==> config.mk <==
export PLATFORM = sky130hd
export DESIGN_NAME = mux_pipe_n_flat
export DESIGN_NICKNAME = d
export VERILOG_FILES = /design/src/rtl/mux_pipe_n_if.sv /design/src/rtl/mux_pipe_n.sv /design/src/flat_wrapper.sv
export SDC_FILE = /design/constraint.sdc
export NUM_CORES = 1
export LEC_CHECK = 0
export ABC_AREA = 1
export CELL_PAD_IN_SITES_DETAIL_PLACEMENT = 0
export CELL_PAD_IN_SITES_GLOBAL_PLACEMENT = 2
export CORE_ASPECT_RATIO = 0.8
export CORE_MARGIN = 3
export CORE_UTILIZATION = 26
export CTS_CLUSTER_DIAMETER = 200
export DETAILED_ROUTE_END_ITERATION = 10
export PLACE_DENSITY_LB_ADDON = 0.1
export SYNTH_ARGS = -nofsm -noshare
export SYNTH_HDL_FRONTEND = slang
export SYNTH_SLANG_ARGS = --single-unit
==> constraint.sdc <==
create_clock -name clk -period 1.8 [get_ports clk]
set_input_delay 0.36 -clock clk [delete_from_list [all_inputs] [get_ports clk]]
set_output_delay 0.36 -clock clk [all_outputs]
set_load 0.01 [all_outputs]
==> src/rtl/mux_pipe_n_if.sv <==
// mux_pipe_n_if: handshake bundle for mux_pipe_n.
// master drives in_data/sel/in_valid/out_ready/flush; slave answers with in_ready/out_data/out_valid.
interface mux_pipe_n_if #(
  parameter int WIDTH  = 5,
  parameter int NUM_IN = 2
);
  localparam int SEL_W = $clog2(NUM_IN);

  logic [NUM_IN*WIDTH-1:0] in_data;
  logic [SEL_W-1:0]        sel;
  logic                    in_valid;
  logic                    in_ready;
  logic [WIDTH-1:0]        out_data;
  logic                    out_valid;
  logic                    out_ready;
  logic                    flush;

  modport master (
    output in_data, sel, in_valid, out_ready, flush,
    input  in_ready, out_data, out_valid
  );

  modport slave (
    input  in_data, sel, in_valid, out_ready, flush,
    output in_ready, out_data, out_valid
  );
endinterface

==> src/rtl/mux_pipe_n.sv <==
// mux_pipe_n: N-way mux into a two-entry (main + skid) valid/ready pipeline stage.
// Ports: clk, rst (async high), bus (mux_pipe_n_if.slave), sel_err only with MUX_PIPE_N_SELERR_EN.
module mux_pipe_n #(
  parameter int WIDTH  = 5,
  parameter int NUM_IN = 2
) (
  input  logic          clk,
  input  logic          rst,
  mux_pipe_n_if.slave   bus
`ifdef MUX_PIPE_N_SELERR_EN
  ,
  output logic          sel_err
`endif
);
  localparam int SEL_W = $clog2(NUM_IN);

  typedef enum logic [1:0] {
    EMPTY = 2'd0,
    ONE   = 2'd1,
    FULL  = 2'd2
  } state_t;

  state_t           r_state;
  state_t           w_next;
  logic [WIDTH-1:0] r_main;
  logic [WIDTH-1:0] r_skid;
  logic [WIDTH-1:0] w_pick;
  logic             w_in;
  logic             w_out;
`ifdef MUX_PIPE_N_SELERR_EN
  logic             w_oor;
  logic             r_sel_err;
`endif

  assign w_in  = bus.in_valid && bus.in_ready;
  assign w_out = bus.out_valid && bus.out_ready;

  // Unmatched selects fall back to channel 0 unless error checking
  // is built in, in which case they yield zero.
  always_comb begin
    w_pick = bus.in_data[WIDTH-1:0];
`ifdef MUX_PIPE_N_SELERR_EN
    w_oor = 1'b1;
`endif
    for (int k = 0; k < NUM_IN; k++) begin
      if (bus.sel == SEL_W'(k)) begin
        w_pick = bus.in_data[k*WIDTH +: WIDTH];
`ifdef MUX_PIPE_N_SELERR_EN
        w_oor = 1'b0;
`endif
      end
    end
`ifdef MUX_PIPE_N_SELERR_EN
    if (w_oor) w_pick = '0;
`endif
  end

  always_ff @(posedge clk or posedge rst) begin
    if (rst) r_state <= EMPTY;
    else     r_state <= w_next;
  end

  always_comb begin
    w_next = r_state;
    if (bus.flush) begin
      w_next = EMPTY;
    end else begin
      case (r_state)
        EMPTY: if (w_in) w_next = ONE;
        ONE: begin
          if (w_in && !w_out)      w_next = FULL;
          else if (!w_in && w_out) w_next = EMPTY;
        end
        FULL:  if (w_out) w_next = ONE;
        default: w_next = EMPTY;
      endcase
    end
  end

  // in_ready depends on state only, so no out_ready -> in_ready path.
  always_comb begin
    bus.in_ready  = (r_state != FULL);
    bus.out_valid = (r_state != EMPTY);
  end

  assign bus.out_data = r_main;

  // Flush leaves data contents alone; only the state is discarded.
  always_ff @(posedge clk or posedge rst) begin
    if (rst) begin
      r_main <= '0;
      r_skid <= '0;
    end else if (!bus.flush) begin
      case (r_state)
        EMPTY: if (w_in) r_main <= w_pick;
        ONE: begin
          if (w_in && w_out) r_main <= w_pick;
          else if (w_in)     r_skid <= w_pick;
        end
        FULL:  if (w_out) r_main <= r_skid;
        default: ;
      endcase
    end
  end

`ifdef MUX_PIPE_N_SELERR_EN
  always_ff @(posedge clk or posedge rst) begin
    if (rst)                             r_sel_err <= 1'b0;
    else if (w_in && w_oor && !bus.flush) r_sel_err <= 1'b1;
  end

  assign sel_err = r_sel_err;
`endif
endmodule

==> src/flat_wrapper.sv <==
// flat-port wrapper written by rule: the top's interface ports become plain ports
module mux_pipe_n_flat 
#(
  parameter int WIDTH  = 5,
  parameter int NUM_IN = 2
)
  (clk, rst, bus_in_data, bus_sel, bus_in_valid, bus_out_ready, bus_flush, bus_in_ready, bus_out_data, bus_out_valid);
  mux_pipe_n_if #(.WIDTH(WIDTH), .NUM_IN(NUM_IN)) bus_i ();
  input  logic clk;
  input  logic rst;
  input wire logic [$bits(bus_i.in_data)-1:0] bus_in_data;
  input wire logic [$bits(bus_i.sel)-1:0] bus_sel;
  input wire logic [$bits(bus_i.in_valid)-1:0] bus_in_valid;
  input wire logic [$bits(bus_i.out_ready)-1:0] bus_out_ready;
  input wire logic [$bits(bus_i.flush)-1:0] bus_flush;
  output wire logic [$bits(bus_i.in_ready)-1:0] bus_in_ready;
  output wire logic [$bits(bus_i.out_data)-1:0] bus_out_data;
  output wire logic [$bits(bus_i.out_valid)-1:0] bus_out_valid;
  assign bus_i.in_data = bus_in_data;
  assign bus_i.sel = bus_sel;
  assign bus_i.in_valid = bus_in_valid;
  assign bus_i.out_ready = bus_out_ready;
  assign bus_i.flush = bus_flush;
  assign bus_in_ready = bus_i.in_ready;
  assign bus_out_data = bus_i.out_data;
  assign bus_out_valid = bus_i.out_valid;
  mux_pipe_n #(.WIDTH(WIDTH), .NUM_IN(NUM_IN)) u_core (.clk(clk), .rst(rst), .bus(bus_i));
endmodule
Word-level counts from Yosys, hierarchy flattened

Cells that the tools add are included.

Register bits: 12
Output and inout bits: 7
Input port bits: 16

Equal/unequal tests: 9
Reductions and logical operators: 13
Bitwise operators: 2
Mux-type cells: 11

Operator list:

| kind                                           | number |
|---|---|
| two-way mux 5 bit                              | 4 |
| case mux 5 bit (3 select lines)                | 1 |
| two-way mux 2 bit                              | 5 |
| != test 2 x 1 -> 1 bit (second input constant) | 3 |
| != test 3 x 2 -> 1 bit (second input constant) | 2 |
| case mux 2 bit (3 select lines)                | 1 |
| logical AND 1 bit                              | 5 |
| AND reduction 5 bit                            | 1 |
| != test 4 x 2 -> 1 bit (second input constant) | 1 |
| AND reduction 4 bit                            | 1 |
| AND reduction 3 bit                            | 1 |
| nonzero test 3 bit                             | 1 |
| == test 2 x 1 -> 1 bit (second input constant) | 1 |
| == test 2 bit (second input constant)          | 1 |
| zero test 1 bit                                | 2 |
| zero test 2 bit                                | 1 |
| != test 2 bit (second input constant)          | 1 |
| inverter 1 bit                                 | 2 |
| nonzero test 2 bit                             | 1 |

Depth between registers and ports, before layout

Gate-level depths: netlist of run 1.

Depth after elaboration: 8
Mapped depth: 7
Gate-level depth less buffers: 7

Worst setup path after synthesis of run 1

OpenSTA, ideal clock, no wires.

Path kind: reg2reg
Start point: register u_core.r_state[1]
End point: register u_core.r_skid[0]
Library setup time: 0.117 ns
Path slack: 0.643 ns
Path buffers: 0
Data arrival time: 1.040 ns
Required time: 1.683 ns
Cell stages (with the launch flop): 7
Period minus slack after synthesis: 1.157 ns
Path through: dfrtp_1 -> nor2_2 -> nor2_4 -> nor2_8 -> nand2_4 -> nand2_1 -> nand2_1

Word-level cells in the longest chain between the ends: 5
Elaborated cells between the ends (all ways): 8

RTL lines:

| item                                                       | line                               | text |
|---|---|---|
| start: declaration                                         | mux_pipe_n.sv:23                   | `state_t r_state;` |
| start signal: assignment                                   | mux_pipe_n.sv:60                   | `else r_state <= w_next;` |
| != test 2 bit / nonzero test 2 bit (equally long branches) | mux_pipe_n.sv:82, mux_pipe_n.sv:83 |  |
| logical AND 1 bit (on tied branches)                       | mux_pipe_n.sv:35, mux_pipe_n.sv:36 |  |
| logical AND 1 bit                                          | mux_pipe_n.sv:97                   | `if (w_in && w_out) r_main <= w_pick;` |
| inverter 1 bit (no line)                                   | -                                  |  |
| AND reduction 4 bit (no line) (*)                          | -                                  |  |
| end signal: assignment                                     | mux_pipe_n.sv:98                   | `else if (w_in) r_skid <= w_pick;` |
| end: declaration                                           | mux_pipe_n.sv:26                   | `logic [WIDTH-1:0] r_skid;` |

Mark *: on every way between the ends. The rest lies on a longest branch, timed or not.
A chain may end at the register's enable or synchronous reset.

Worst setup path after layout of run 1

Start point: register u_core.r_state[0]
End point: output port bus_out_valid

Word-level cells in the longest chain between the ends: 1

RTL lines:

| item               | line               | text |
|---|---|---|
| nonzero test 2 bit | mux_pipe_n.sv:83   | `bus.out_valid = (r_state != EMPTY);` |
| end: declaration   | flat_wrapper.sv:18 | `output wire logic [$bits(bus_i.out_valid)-1:0] bus_out_valid;` |

Every way passes these cells.

==> flow_results.org, run 1 <==
** Logic synthesis
- Top area cells in the synthesized netlist :: sky130_fd_sc_hd__dfrtp_1 40%, sky130_fd_sc_hd__nand2_1 26%, sky130_fd_sc_hd__inv_1 5.4%, sky130_fd_sc_hd__nand3_1 5.3%, sky130_fd_sc_hd__nand2_4 4.4%
- For this run, asynchronously set or reset flops after synthesis account for 100%.
- Of the post-synthesis cell area, the dominant cell type holds 39.5%.
- Cell area after synthesis :: 759 um2
- For this run, the register share of the synthesized area comes to 39.5%.
- In this run, synthesis inferred 0 flip-flops with an integrated enable.
- Averaged over all synthesized cells, the footprint is 7.16 um2.
- Synthesis produced 106 cells.
- Post-synthesis net count :: 122
- During synthesis, Yosys emitted a total of 0 warnings.
- In the synthesized netlist the dominant register cell turns out to be sky130_fd_sc_hd__dfrtp_1.
- The most common cell in the synthesized netlist is sky130_fd_sc_hd__nand2_1.
- Top cell type by total area after synthesis :: sky130_fd_sc_hd__dfrtp_1
- Yosys cell types :: 16
- Counting instances in the post-synthesis netlist gives the leading cell types as 53 x sky130_fd_sc_hd__nand2_1, 12 x sky130_fd_sc_hd__dfrtp_1, 11 x sky130_fd_sc_hd__inv_1.
- Synthesis inferred 12 register bits.

** Die
- Initial cell density of the core :: 29.2%
- The die is 54.3 um tall.
- 23 I/O pins were placed.
- The region available for standard cell placement spans 2600 um2.
- Floorplan row count :: 16
- Die Area :: 3610 um2
- In this run the horizontal extent of the chip is 66.4 um.

** Final layout
- Area of all placed cells without fillers :: 1070 um2
- Final nets :: 150
- Diodes inserted :: 0
- Fraction of layout cells with a size suffix above 1 :: 16.5%
- Area overhead of the layout relative to synthesis :: 41.4%

** Setup path
- Cell breakdown of the critical path :: inv_2 > nand2_1 > clkdlybuf4s50_1
- The worst setup path is launched from a register.
- Along the worst path, the maximum fanout reaches 5.
- By startpoint and endpoint, the worst setup path is classified as register to output pin.
- Buffer and inverter count on the worst path :: 2
- Critical path endpoint category :: output pin
- Crit-path leading delay family :: buffers and inverters
- Data on the critical path arrives at its endpoint at 1.38 ns.
- Crit-path slowest cell :: sky130_fd_sc_hd__clkdlybuf4s50_1
- Critical path required time :: 1.44 ns
- Largest incremental delay on the critical path :: 0.49 ns

** Global routing
- For this run, the total global-route usage over all layers was measured as 11.4%.
- The first global-routing pass estimated 3.13 mm of wire.
- Congestion Overflow GR :: 0
- The number of antenna violations at the first check in global routing was 0.
- The via count of the first global-routing pass is 720.
- Entering global routing, the biggest net connects 13 pins.

** Routing
- The final route contains 728 vias.
- Routed Antenna Nets :: 0
- Mean number of vias per cell :: 4.31
- In the final routed layout, each cell accounts on average for 10.7 um.
- In the routed design, unresolved DRC markers number 0.
- Number of iterations in the first detailed-routing pass :: 4
- For this block, the initial DRC count from the detailed router was 34.
- Wires add up to 1.80 mm.

** Pwr
- Dividing total power by cell area gives a power density of 929 nW/um2.
- Max IR drop VDD :: 0.506 mV
- Leakage Power :: 0.562 nW

** Placed design
- Weighted congestion at the end of routability-driven global placement :: 0.692
- The HPWL after detailed placement is 1.50 mm.
- Area of placed instances :: 1030 um2
- Port-buffer cells :: 22

** STA
- Number of setup violations in the final report :: 0
- The count of final hold-check violations came to 0.
- The worst path needs 1.74 ns of the cycle, external delays included.
- On the final layout, the worst clock skew is 0.00146 ns.
- Unrepaired setup endpoints after global routing :: no
- The total count of max-transition violations in the final report came to 0.
- The tightest hold path in the finished design has a slack of 0.400 ns.
- Post-route fraction of the period consumed by the critical path :: 96.7%
- At the pin with the least slew margin, the transition time is 0.481 ns.
- The worst pin sits at a relative slew slack of 67.9%.
- Peak Freq :: 575 MHz
- Adding up every negative setup slack in the final design gives 0 ns.

** Clock tree
- In this run the number of H-tree levels came out at 1.
- Number of clock sinks :: 12
- The clock reaches the later pin of the worst-skew pair after 0.27 ns.
- Number of buffers created by CTS :: 3
- CTS Hold Buffers Added :: 0
- CTS Root Cell :: sky130_fd_sc_hd__clkbuf_4
- Clock-pin slew was measured on the worst setup and hold paths at 0.07 ns.
- Clock buffer depth :: 2
- TritonCTS clock tree :: yes

** Run status
- Result of the run :: completed

** Flow run
- Max-cap viol count :: 0

** Hold path
- In this run the worst hold path is classified as input pin to async pin.
[worst reg2reg max path, stage by stage (launching register included)]
cell	delay [ns]
sky130_fd_sc_hd__dfrtp_2	0.44
sky130_fd_sc_hd__buf_4	0.16
sky130_fd_sc_hd__nor2_2	0.23
sky130_fd_sc_hd__nor2_4	0.08
sky130_fd_sc_hd__nor2_8	0.13
sky130_fd_sc_hd__nand2_4	0.09
sky130_fd_sc_hd__nand2_1	0.07
sky130_fd_sc_hd__nand2_1	0.05
[power breakdown]
group	internal [W]	switching, W
clock	0.000123	0.0000877
sequential	0.000363	0.0000494
combinational	0.000179	0.000196
[path summary, 6_finish.rpt]
path	from	end	slack, ns	depth (start not counted)
setup / recovery	u_core.r_state[0]	bus_out_valid	0.06	3
hold / removal	rst	u_core.bus.out_data[0]	0.40	2
setup reg to reg	u_core.r_state[1]	u_core.r_skid[1]	0.43	7
hold reg to reg	u_core.r_skid[2]	u_core.r_skid[2]	0.47	2
max in group asynchronous	rst	u_core.r_state[1]	1.05	2
min in group clk	u_core.r_skid[2]	u_core.r_skid[2]	0.47	2
[registers in the layout (all words and copies together) (netlist names)]
register             count
u_core.r_skid            5
u_core.bus.out_data      5
u_core.r_state           2
[layout make-up]
class	count	area (um2)
well taps	36	45.0
clock buffers	4	36.3
fillers	303	1530
multi-input cells	80	407
repair buffers	24	235
flip-flops and latches	12	302
inverters	13	48.8
[routing by layer]
metal	routed length (um)	GRT usage, %
met5	0	0
met4	0	1.01
met3	108	4.72
met2	863	19.8
met1	828	14.0
[stage by stage]
step                      utilization (%)  setup WS (ns)  total power [W]  instances
after floorplan                         -          0.643         0.000629        106
after global placement               39.5          0.213         0.000791        164
after detailed placement             39.5          0.214         0.000795        164
after CTS                            41.3         0.0472          0.00102        169
after global routing                 41.3        0.00288          0.00108        169
final                                41.3         0.0599         0.000998        169
[repair_timing]
action                     4_1_cts  5_1_grt
setup endpoints to repair        2        0
resized for setup                2        0
buffers inserted                 1        0
[cells by family after synthesis]
group                  Yosys count  synth area share, %
and+or+nand+nor                 73                 48.9
buffers and inverters           14                 6.92
DFF                             12                 39.5
AOI/OAI and AO/OA                7                 4.61
[cell usage in the layout (no fill, tap or decap), drive strengths merged]
master / n
nor2: 5
nand3: 9
o21ai: 6
a21oi: 1
nand2: 58
clkdlybuf4s50: 22
clkbuf: 4
inv: 13
dfrtp: 12
nor3: 1
buf: 2
(Power assumes the default switching activity.)
==> run 2: changes to the inputs <==
PLACE_DENSITY_LB_ADDON = 0.15   (was 0.1)
==> flow_results.org, run 2 (synthesized netlist as in run 1, its figures left out) <==
** Placed design
- Port-buffer cells :: 22 (unchanged)
- Pre-CTS WS :: 0.215 ns (+0.000749 ns)
- The placed wire-length estimate after detailed placement was 1.46 mm (-2.7%).
- The number of placed instances, taps included came to 164 (unchanged).
- Weighted congestion at the end of routability-driven global placement :: 0.750 (+8.4%)

** Pwr
- Power per cell area :: 890 nW/um2 (-4.3%)
- Power share of the sequential group :: 44.0% (+2.7 points)
- P_int :: 0.000615 W (-7.4%)
- The combinational share of power is 39.2% (+1.6 points).
- The static leakage came to 0.560 nW (-0.22%).
- The share of power burned in the clock network was 16.8% (-4.3 points).
- The peak ir drop on the vdd network is 0.419 mV (-17%).
- The reported net switching power came to 0.000323 W (-3.0%).
- The switching part of the total power came to 34.4% (+1.0 points).
- The total power after layout was 0.000938 W (-5.9%).

** Setup path
- The count of buffering cells on the critical path with inverters included is 1 (-1).
- Grouping stages by cell kind, the critical path spends the most delay in buffers and inverters.
- The signal on the critical path passes through nand2_4 > clkdlybuf4s50_1.
- Largest incremental delay on the critical path :: 0.54 ns (+0.05 ns)
- The depth of the critical timing path with buffers and inverters included is 2 (-1).
- Critical path launch point :: u_core.r_state[1]
- Maximum fanout encountered on the critical timing path :: 5 (unchanged)
- Critical path required time :: 1.44 ns (about the same)
- Endpoint of the lowest-slack register-to-register path :: u_core.r_skid[4]
- The cell depth of the worst flop-to-flop path came to 7 (unchanged).
- Critical path startpoint category :: register
- The minimum setup slack among reg-to-reg paths was 0.51 ns (+0.08 ns).
- Critical path endpoint category :: output pin
- Startpoint of the worst-slack reg-to-reg timing path :: u_core.r_state[1]
- WP data arrival :: 1.36 ns (-0.02 ns)
- Capturing instance or port of the critical path :: bus_in_ready
- Critical path type :: register to output pin
- Crit-path slowest cell :: sky130_fd_sc_hd__clkdlybuf4s50_1

** Routing
- The violation count after the first detailed-route iteration is 28 (-18%).
- Vias after detailed routing :: 714 (-1.9%)
- The count of nets left with antenna violations after detail routing came to 0 (unchanged).
- Post-detailed-routing wire length :: 1.74 mm (-3.2%)
- Number of iterations in the first detailed-routing pass :: 4 (unchanged)
- Wire length per cell after detailed routing :: 10.4 um (-2.1%)
- DRC Markers :: 0 (unchanged)
- The detail-routed via count per cell was 4.28 (-0.75%).

** Run status
- Result of the run :: completed

** STA
- Post-route fraction of the period consumed by the critical path :: 95.7% (-0.96 points)
- Final Slew Violations :: 0 (unchanged)
- Final Hold Viols :: 0 (unchanged)
- Post-route worst hold slack :: 0.394 ns (-0.00593 ns)
- Setup TNS :: 0 ns (unchanged)
- The headroom to the max-slew limit came to 69.5% (+1.6 points).
- Clock tree skew after final layout :: 0.00138 ns (-0.0000816 ns)
- Final Critical Period :: 1.72 ns (-0.0173 ns)
- Number of setup violations in the final report :: 0 (unchanged)
- The smallest setup slack after layout is 0.0772 ns (+0.0173 ns).
- Peak Freq :: 580 MHz (+1.0%)
- Transition time at the pin with the least slew margin :: 0.456 ns (-0.0244 ns)
- Unrepaired setup endpoints after global routing :: no

** Final layout
- The area growth from synthesis to layout is 38.9%.
- The antenna cell count came to 0 (unchanged).
- The count of nets after finishing was 149 (-0.67%).
- Fraction of layout cells with a size suffix above 1 :: 15.3% (-1.3 points)
- Finished Layout Cells :: 167 (-1.2%)
- In the layout the commonest cells are 53 x sky130_fd_sc_hd__nand2_1, 21 x sky130_fd_sc_hd__clkdlybuf4s50_1, 11 x sky130_fd_sc_hd__dfrtp_1.
- Most common cell after layout, fill and taps aside :: sky130_fd_sc_hd__nand2_1

** Flow run
- The max-cap violation count came to 0 (unchanged).

** Clock tree
- The maximum number of buffers from clock root to sink came to 2 (unchanged).
- The number of setup buffers added after CTS was 0 (-1).
- Worst-Skew Late Latency :: 0.26 ns (about the same)
- CTS Hold Buffers Added :: 0 (unchanged)
- The number of H-tree levels came to 1 (unchanged).
- The tree is rooted in a sky130_fd_sc_hd__clkbuf_4.
- The clock-pin transition on the worst setup and hold timing paths came to 0.07 ns (about the same).
- Number of buffers created by CTS :: 3 (unchanged)
- TritonCTS built the clock tree.
- Number of clock sinks :: 12 (unchanged)

** Die
- Initial cell density of the core :: 29.2% (unchanged)
- The core area came to 2600 um2 (unchanged).
- The die area was 3610 um2 (unchanged).
- Height of the die :: 54.3 um (unchanged)
- The number of top-level design ports was 23 (unchanged).
- The row count is 16 (unchanged).
- The floorplan die width was 66.4 um (unchanged).

** Global routing
- Initial antenna violation count :: 0 (unchanged)
- The largest net degree at the start of global routing was 13 (unchanged).
- First-pass GRT wire length :: 3.02 mm (-3.5%)
- Global-route usage over all layers :: 11.2% (-0.26 points)
- The via count of the first global-routing pass was 728 (+1.1%).
- Congestion Overflow GR :: 0 (unchanged)

** Hold path
- Worst Hold Class :: input pin to async pin
==> run 2: layout make-up <==
type,count,area [um2]
Clock buffer,3,22.5
Fill cell,283,1550
Inverter,13,48.8
Multi-Input combinational cell,80,407
Sequential cell,12,302
Tap cell,36,45.0
Timing Repair Buffer,23,230
==> run 2: repair_timing <==
action | 4_1_cts | 5_1_grt
setup endpoints to repair | 2 | 1
resized for setup | 2 | 1
hold endpoints to repair | 0 | 0
==> run 2: worst reg2reg max path, cell delays in order, from the launching register on <==
cell and delay, ns:
sky130_fd_sc_hd__dfrtp_2 0.47, sky130_fd_sc_hd__nand2_4 0.09, sky130_fd_sc_hd__buf_4 0.17, sky130_fd_sc_hd__nand2_4 0.08, sky130_fd_sc_hd__nor2_8 0.16, sky130_fd_sc_hd__nand2_4 0.09
sky130_fd_sc_hd__nand2_1 0.08, sky130_fd_sc_hd__nand2_1 0.05
==> run 2: worst min path at each step <==
stage / end / slack (ns) / start / cells past startpoint
2_1_floorplan: u_core.bus.out_data[0] / 0.22 / rst / 1
3_3_place_gp: u_core.r_skid[1] / 0.46 / u_core.r_skid[1] / 2
3_5_place_dp: u_core.r_skid[3] / 0.46 / u_core.r_skid[3] / 2
4_1_cts: u_core.r_skid[0] / 0.41 / rst / 2
5_1_grt: u_core.bus.out_data[3] / 0.42 / rst / 2
6_report: u_core.bus.out_data[3] / 0.39 / rst / 2
==> run 2: power groups by stage <==
stage / Clock (W) / Sequential [W] / Combinational, W
2_1_floorplan: 0 / 0.000427 / 0.000201
3_3_place_gp: 0 / 0.000416 / 0.000378
3_5_place_dp: 0 / 0.000417 / 0.000377
4_1_cts: 0.000165 / 0.000414 / 0.000380
5_1_grt: 0.000181 / 0.000424 / 0.000421
6_report: 0.000158 / 0.000413 / 0.000368
==> run 2: per-stage QoR <==
step           instance area [um2]  util [%]
6_report                      1050      40.5
5_1_grt                       1050      40.5
4_1_cts                       1050      40.4
3_5_place_dp                  1030      39.5
3_3_place_gp                  1030      39.5
2_1_floorplan                  759         -
==> run 2: metal layers <==
metal	wire length, um	global-route usage (%)
met1	849	13.3
met2	810	19.4
met3	75	3.90
met4	8	3.04
met5	0	0
==> run 3: changes to the inputs <==
CORE_MARGIN = 4   (was 3)
CORE_UTILIZATION = 27   (was 26)
CTS_BUF_LIST = sky130_fd_sc_hd__clkbuf_8   (was unset)
SKIP_CTS_REPAIR_TIMING = 1   (was unset)
==> flow_results.org, run 3 (synthesized netlist as in run 1, its figures left out) <==
** Placed design
- Port-buffer cells :: 22 (unchanged)
- The placed wire-length estimate after detailed placement is 1.44 mm (-1.0%).
- Weighted congestion at the end of routability-driven global placement :: 0.663 (-12%)

** Clock tree
- The number of sinks handled by clock tree synthesis was 12 (unchanged).
- TritonCTS built the clock tree.
- The tree is rooted in a sky130_fd_sc_hd__clkbuf_8.
- Clock-pin slew of the registers on the worst-case setup and hold paths :: 0.05 ns (-0.02 ns)
- Count of H-tree levels built during CTS :: 1 (unchanged)
- The maximum number of buffers from clock root to sink was 2 (unchanged).
- Number of buffers created by CTS :: 3 (unchanged)
- Worst-Skew Late Latency :: 0.23 ns (-0.03 ns)

** Pwr
- Switching part of the total :: 31.3% (-3.1 points)
- Power per cell area :: 981 nW/um2 (+10%)
- P_int :: 0.000735 W (+20%)
- The peak ir drop on the vdd network was 0.779 mV (+86%).
- Power share of the sequential group :: 38.7% (-5.3 points)
- The share of power burned in the clock network is 26.8% (+10 points).
- Leakage Power :: 0.569 nW (+1.6%)
- Sw Pwr :: 0.000336 W (+3.8%)
- The combinational share of power was 34.5% (-4.7 points).
- Design Power :: 0.00107 W (+14%)

** STA
- Post-route worst hold slack :: 0.436 ns (+0.0418 ns)
- Setup TNS :: 0 ns (unchanged)
- Transition time at the pin with the least slew margin :: 0.464 ns (+0.00724 ns)
- Worst slew margin relative to its limit :: 69.1% (-0.48 points)
- The count of final hold-check violations is 0 (unchanged).
- Unrepaired setup endpoints after global routing :: no
- Peak Freq :: 581 MHz (about the same)
- Clock tree skew after final layout :: 0.00144 ns (+0.0000646 ns)
- Final Critical Period :: 1.72 ns (-0.00161 ns)
- Number of setup violations in the final report :: 0 (unchanged)
- The total count of max-transition violations in the final report came to 0 (unchanged).
- The final period utilization is 95.6% (about the same).

** Routing
- Starting DRT DRC Count :: 19 (-32%)
- Number of iterations in the first detailed-routing pass :: 4 (unchanged)
- The count of nets left with antenna violations after detail routing came to 0 (unchanged).
- Post-detailed-routing wire length :: 1.71 mm (-1.7%)
- The detail-routed via count per cell is 4.32 (+1.0%).
- The wire length per cell came to 10.1 um (-2.9%).
- Vias after detailed routing :: 730 (+2.2%)
- The DRC violation count after routing came to 0 (unchanged).

** Final layout
- Final nets :: 150 (+0.67%)
- The antenna cell count was 0 (unchanged).
- Fraction of the core area covered by cells at the end of the flow :: 42.6% (+2.1 points)
- The library cells used most frequently in the layout, excluding fill and tap cells, are 53 x sky130_fd_sc_hd__nand2_1, 22 x sky130_fd_sc_hd__clkdlybuf4s50_1, 11 x sky130_fd_sc_hd__dfrtp_1.
- Area overhead of the layout relative to synthesis :: 43.8%
- The fraction of layout cells with a size suffix above 1 was 16.5% (+1.3 points).
- Most common cell after layout, fill and taps aside :: sky130_fd_sc_hd__nand2_1

** Flow run
- Max-cap viol count :: 0 (unchanged)

** Hold path
- The path class of the tightest hold or removal check is input pin to async pin.

** Setup path
- Largest incremental delay on the critical path :: 0.53 ns (about the same)
- The critical path in this run is classified as register to output pin.
- Critical path launch point :: u_core.r_state[1]
- The data required time of the critical path is 1.44 ns (about the same).
- Crit-path slowest cell :: sky130_fd_sc_hd__clkdlybuf4s50_1
- The critical path arrival is 1.36 ns (about the same).
- Following the worst setup path forward leads to its endpoint at bus_out_valid.
- Setup slack, reg-to-reg :: 0.44 ns (-0.07 ns)
- The critical path goes through inv_1 > nand2_1 > clkdlybuf4s50_1.
- The endpoint identified for the worst register-to-register timing path is u_core.r_skid[2].
- Crit-path leading delay family :: buffers and inverters
- The worst setup path is captured at an output pin.
- Startpoint of the worst-slack reg-to-reg timing path :: u_core.r_state[1]
- The count of buffering cells on the critical path with inverters included was 2 (+1).
- Maximum fanout encountered on the critical timing path :: 5 (unchanged)
- Critical path startpoint category :: register
- The cell depth of the worst flop-to-flop path is 7 (unchanged).
- The depth of the critical timing path with buffers and inverters included is 3 (+1).

** Die
- The floorplan die width is 67.3 um (+1.3%).
- Top-Level Pins :: 23 (unchanged)
- The core area is 2560 um2 (-1.5%).
- Die Area :: 3730 um2 (+3.4%)
- Floorplan row count :: 16 (unchanged)
- The overall die height came to 55.4 um (+2.0%).
- The initial core utilization was 29.6% (+0.46 points).

** Run status
- Result of the run :: completed

** Global routing
- Global-route usage over all layers :: 10.8% (-0.42 points)
- The number of antenna violations at the first check in global routing is 0 (unchanged).
- The largest net degree at the start of global routing is 13 (unchanged).
- Congestion Overflow GR :: 0 (unchanged)
- First-pass GRT wire length :: 3.19 mm (+5.7%)
- The via count of the first global-routing pass was 738 (+1.4%).
==> run 3: stage by stage <==
| stage | setup slack, ns | instances | instance area, um2 |
|---|---|---|---|
| global route | 0.00899 | 169 | 1090 |
| CTS | -0.0400 | 168 | 1080 |
| detailed placement | 0.219 | 164 | 1030 |
| global placement | 0.228 | 164 | 1030 |
| finish | 0.0788 | 169 | 1090 |
| floorplan | 0.643 | 106 | 759 |
==> run 3: final cells by class <==
| cell class | instances | area (um2) |
|---|---|---|
| fillers | 300 | 1470 |
| clock buffers | 4 | 55.1 |
| repair buffers | 24 | 235 |
| well taps | 36 | 45.0 |
| multi-input cells | 80 | 407 |
| inverters | 13 | 48.8 |
| flip-flops and latches | 12 | 302 |
==> run 3: how the worst min path moves through the flow <==
stage                     start                      to  slack [ns]  depth (start not counted)
2_1_floorplan               rst  u_core.bus.out_data[0]        0.22                          1
3_5_place_dp   u_core.r_skid[4]        u_core.r_skid[4]        0.46                          2
4_1_cts                     rst  u_core.bus.out_data[4]        0.45                          2
3_3_place_gp   u_core.r_skid[3]        u_core.r_skid[3]        0.46                          2
6_report                    rst  u_core.bus.out_data[4]        0.44                          2
5_1_grt                     rst  u_core.bus.out_data[3]        0.48                          2
==> run 3: power by group through the flow <==
stage	registers [W]	clock network (W)	logic, W
final	0.000415	0.000287	0.000370
after global routing	0.000428	0.000314	0.000420
after CTS	0.000414	0.000298	0.000375
after detailed placement	0.000418	0	0.000374
after global placement	0.000416	0	0.000374
after floorplan	0.000427	0	0.000201
==> run 3: per-layer routing <==
layer  track usage, %  up-vias  wire length (um)
met5                0        -                 0
met4             1.73        0                 0
met3             3.65        0                64
met2             17.2       10               827
met1             14.1      342               822
li1                 -      378                 -
